==> config.mk <==
export PLATFORM = sky130hd
export DESIGN_NAME = regfile_write_buffer
export DESIGN_NICKNAME = d
export VERILOG_FILES = /design/src/rtl/regfile_write_buffer.sv
export SDC_FILE = /design/constraint.sdc
export NUM_CORES = 1
export LEC_CHECK = 0
export ABC_CLOCK_PERIOD_IN_PS = 3700
export CORE_ASPECT_RATIO = 0.75
export CORE_MARGIN = 1
export CORE_UTILIZATION = 45
export DETAILED_ROUTE_END_ITERATION = 8
export GPL_TIMING_DRIVEN = 0
export PLACE_DENSITY = 0.75
export REMOVE_ABC_BUFFERS = 1
export SLEW_MARGIN = 30
export SYNTH_ARGS = -nofsm -noshare
export SYNTH_HDL_FRONTEND = slang
export SYNTH_SLANG_ARGS = --single-unit
export TNS_END_PERCENT = 100
==> constraint.sdc <==
create_clock -name CLK -period 3.7 [get_ports CLK]
set_clock_uncertainty 0.05 [all_clocks]
set_input_delay 0.925 -clock CLK [delete_from_list [all_inputs] [get_ports CLK]]
set_output_delay 0.925 -clock CLK [all_outputs]
set_load 0.005 [all_outputs]
==> src/rtl/regfile_write_buffer.sv <==
// Writeback buffer in front of a single register file write port: queues
// writebacks while the port is held, drains in order, and forwards pending data.
module regfile_write_buffer #(
  parameter int DEPTH = 4
) (
  input  logic                     CLK,
  input  logic                     nRST,
  input  logic                     wb_valid,
  input  logic [4:0]               wb_sel,
  input  logic [31:0]              wb_dat,
  output logic                     wb_ready,
  input  logic                     rf_hold,
  output logic                     WEN,
  output logic [4:0]               wsel,
  output logic [31:0]              wdat,
  input  logic [4:0]               rsel1,
  input  logic [4:0]               rsel2,
  input  logic [31:0]              rf_rdat1,
  input  logic [31:0]              rf_rdat2,
  output logic [31:0]              rdat1,
  output logic [31:0]              rdat2,
  output logic [$clog2(DEPTH):0]   count
);

  localparam int PTR_W  = $clog2(DEPTH);
  localparam int CNT_W  = PTR_W + 1;
  localparam int SEL_W  = 5;
  localparam int DATA_W = 32;
  localparam logic [PTR_W-1:0] PTR_ONE  = PTR_W'(1);
  localparam logic [CNT_W-1:0] CNT_ONE  = CNT_W'(1);
  localparam logic [CNT_W-1:0] CNT_FULL = CNT_W'(DEPTH);

  logic [SEL_W-1:0]  sel_q [DEPTH];
  logic [DATA_W-1:0] dat_q [DEPTH];
  logic [PTR_W-1:0]  head_q, tail_q;
  logic [CNT_W-1:0]  count_q, count_d;
  logic              push, enq, pop, occupied;

  assign occupied = (count_q != '0);
  assign wb_ready = (count_q < CNT_FULL);
  assign push     = wb_valid && wb_ready;
  // Writes to r0 complete the handshake but are never stored.
  assign enq      = push && (wb_sel != '0);
  assign pop      = occupied && !rf_hold;

  assign WEN   = pop;
  assign wsel  = occupied ? sel_q[head_q] : '0;
  assign wdat  = occupied ? dat_q[head_q] : '0;
  assign count = count_q;

  always_comb begin
    count_d = count_q;
    case ({enq, pop})
      2'b10:   count_d = count_q + CNT_ONE;
      2'b01:   count_d = count_q - CNT_ONE;
      default: count_d = count_q;
    endcase
  end

  always_ff @(posedge CLK or negedge nRST) begin
    if (!nRST) begin
      head_q  <= '0;
      tail_q  <= '0;
      count_q <= '0;
      for (int i = 0; i < DEPTH; i++) begin
        sel_q[i] <= '0;
        dat_q[i] <= '0;
      end
    end else begin
      if (enq) begin
        sel_q[tail_q] <= wb_sel;
        dat_q[tail_q] <= wb_dat;
        tail_q        <= tail_q + PTR_ONE;
      end
      if (pop) head_q <= head_q + PTR_ONE;
      count_q <= count_d;
    end
  end

  // Walk oldest to youngest so the last match wins; only registered state is
  // consulted, so an in-flight push is never forwarded.
  always_comb begin
    logic [PTR_W-1:0] idx;
    rdat1 = rf_rdat1;
    rdat2 = rf_rdat2;
    idx   = '0;
    for (int i = 0; i < DEPTH; i++) begin
      idx = head_q + PTR_W'(i);
      if (CNT_W'(i) < count_q) begin
        if (sel_q[idx] == rsel1) rdat1 = dat_q[idx];
        if (sel_q[idx] == rsel2) rdat2 = dat_q[idx];
      end
    end
    if (rsel1 == '0) rdat1 = '0;
    if (rsel2 == '0) rdat2 = '0;
  end

endmodule

==> impl_metrics.json, run 1 <==
{
  "io_buffers": 220,
  "gp_congestion": 0.854,
  "slew_viol_final": 0,
  "nFillCells": 1903,
  "grt_pass1_wl_um": 83500,
  "setup-violations-final": 66,
  "drc": 0,
  "seqCellArea_mm2": 0.00389,
  "synth_warnings": 0,
  "vias_per_cell": 7.12,
  "dr.pass1.iters": 8,
  "cts-buffers-inserted": 17,
  "fin_crit_ns": 4.61,
  "yosysSeqAreaShare_pct": 29.4,
  "reg2reg_from": "count[2]$_DFFE_PN0P_",
  "status": "finished with violations",
  "cts_tree": "built",
  "setup_tns_ns": -47.88,
  "num_vias": 14000,
  "violations": "setup timing",
  "avgSynthCellArea_um2": 10.6,
  "crit_fanout": 5,
  "drv_cap": 0,
  "ir_drop_uv": 780,
  "worst_pin_slew_ns": 0.716,
  "synth_edf_count": 0,
  "critPathLaunch": "head_q[0]$_DFFE_PN0P_",
  "syn_inst": 1249,
  "worstSetupStartpointType": "flop",
  "fmax_ghz": 0.217,
  "grt_usage_pct": 37.3,
  "overflow": 0,
  "synth-main-ff-cell": "dfrtp_1",
  "fin_nets": 1679,
  "hold_class": "in2async",
  "p_total_w": 0.0234,
  "max_slew_margin_pct": 52.2,
  "clk_latency_ns": 0.43,
  "grt_max_degree": 81,
  "cts_root_buf": "clkbuf_16",
  "leakagePower_nw": 7.87,
  "ys_types": 46,
  "synth_area_mm2": 0.0132,
  "critical_path_class": "reg2out",
  "async_flop_share_pct": 100,
  "chipHeight_um": 150,
  "antenna_found_initial": 5,
  "syn2layout_area_growth_pct": 49.8,
  "die_w_um": 200,
  "end_kind": "output port",
  "htree_levels": 4,
  "drtIter0Drc": 1947,
  "layout_commonest_cell": "mux2_2",
  "grt_pass1_vias": 13700,
  "ant_nets": 0,
  "num_io_pins": 221,
  "dp_hpwl_um": 31700,
  "period_share_pct": 125,
  "powerDensity_mw_per_mm2": 1190,
  "arrival_ns": 3.64,
  "num_rows": 53,
  "drive_gt1_share_pct": 47.2,
  "hold_viol_final": 0,
  "final_cell_count_no_fill": 1959,
  "cts_sinks": 155,
  "path_clk_slew_ns": 0.07,
  "coreArea_mm2": 0.0284,
  "wl_um": 60500,
  "final_util_pct": 69.6,
  "ctsLongestPathBuffers": 2,
  "multiInputGateArea_mm2": 0.00966,
  "dp_cells": 1762,
  "routedWlPerCell_um": 30.9,
  "worstPathRequired_ns": 2.72,
  "start_util_pct": 46.5,
  "die-area_mm2": 0.0300,
  "final.setup.worst_slack_ns": -0.911,
  "layout_common_cells": "mux2_2, dfrtp_1, clkdlybuf4s50_1",
  "fin_hold_ws_ns": 0.409,
  "rsz0062_at_grt": "true",
  "ys_seq_elements": 155
}
[cells by family (layout without fill, tap and decap cells)]
kind of cell             count (synthesis)  after routing  share of synthesized area [%]
adder cells (fa/ha/maj)                  8              8                          0.759
AND/OR/NAND/NOR                        266            269                           11.2
AO/OA/AOI/OAI                          328            328                           18.3
multiplexers                           297            297                           32.1
XOR/XNOR                                46             46                           3.05
other                                    0              5                              0
buffers and inverters                  149            466                           5.18
flip-flops                             155            155                           29.4
[critical path, cell delays in order (launching register included)]
cell and delay [ns]:
dfrtp_4 0.52, buf_12 0.16, buf_8 0.12, buf_6 0.11
mux4_2 0.37, xor2_4 0.20, nor4_4 0.38, buf_6 0.16
and2_4 0.18, buf_8 0.14, buf_16 0.15, o311ai_4 0.11
a221oi_2 0.41, buf_2 0.19
[power breakdown]
part	leakage (nW)	internal, W	switching (W)
clock	0.276	0.00107	0.000778
sequential	1.86	0.00257	0.00107
combinational	5.73	0.00918	0.00876
total	7.87	0.0128	0.0106
[per-layer routing]
layer / vias up / global-route usage, % / share of wire [%]
li1: 5521 / - / -
met1: 6814 / 45.4 / 35
met2: 1250 / 58.8 / 44
met3: 368 / 13.3 / 13
met4: 2 / 18.0 / 7.0
met5: - / 0 / 0.021
[Yosys cell counts, types with 34 or more instances]
master,number,area share [%]
nor2b_1,38,1.8
mux2_2,181,15
a221oi_1,38,2.5
o21ai_0,97,3.7
nand3_1,63,2.4
dfrtp_1,155,29
clkbuf_1,87,2.5
mux2i_1,34,2.6
buf_2,39,1.5
mux4_2,81,14
nand2_1,71,2.0
a21oi_1,68,2.6
[worst paths after layout]
| kind | endpoint | slack (ns) | cells past startpoint |
|---|---|---|---|
| max in group asynchronous | dat_q[60]$_DFFE_PN0P_ | 2.33 | 2 |
| hold / removal | dat_q[104]$_DFFE_PN0P_ | 0.41 | 1 |
| hold reg to reg | dat_q[46]$_DFFE_PN0P_ | 0.50 | 1 |
| setup reg to reg | dat_q[105]$_DFFE_PN0P_ | 0.74 | 4 |
| setup / recovery | rdat1[7] | -0.91 | 13 |
| min in group CLK | dat_q[46]$_DFFE_PN0P_ | 0.50 | 1 |
[flip-flops by register name, summed over array words and instances, names as in the netlist]
name    flops
count       3
head_q      2
dat_q     128
sel_q      20
tail_q      2
[through the flow]
| stage | worst slack (ns) | area (µm²) |
|---|---|---|
| floorplan | -5.52 | 12500 |
| global placement | -9.19 | 15200 |
| detailed placement | -1.82 | 16200 |
| CTS | -0.761 | 18800 |
| global route | -0.931 | 19800 |
| finish | -0.911 | 19800 |
[final cells by class]
class | instances | area share [%]
Inverter | 7 | 0.146
Timing Repair Buffer | 427 | 25.7
Clock buffer | 19 | 2.19
Multi-Input combinational cell | 948 | 48.9
Antenna cell | 5 | 0.0633
Tap cell | 385 | 2.44
Clock inverter | 13 | 0.848
Sequential cell | 155 | 19.7
[timing repair]
action / 4_1_cts / 5_1_grt
gates cloned: 24 / 9
endpoints found under the hold margin: 0 / 0
buffers inserted: 90 / 43
endpoints found under the setup margin: 83 / 94
pin swaps: 91 / 111
hold buffers: 0 / 0
gates resized for setup: 437 / 131
(Power assumes the default switching activity.)
==> inputs of run 2 (changes only) <==
--- a/config.mk
+++ b/config.mk
@@ -9,6 +9,7 @@
 export CORE_ASPECT_RATIO = 0.75
 export CORE_MARGIN = 1
 export CORE_UTILIZATION = 45
+export CTS_CLUSTER_SIZE = 28
 export DETAILED_ROUTE_END_ITERATION = 8
 export GPL_TIMING_DRIVEN = 0
 export PLACE_DENSITY = 0.75
==> results of run 2 <==
No change in the layout: final DEF, timing and power equal those of run 1.
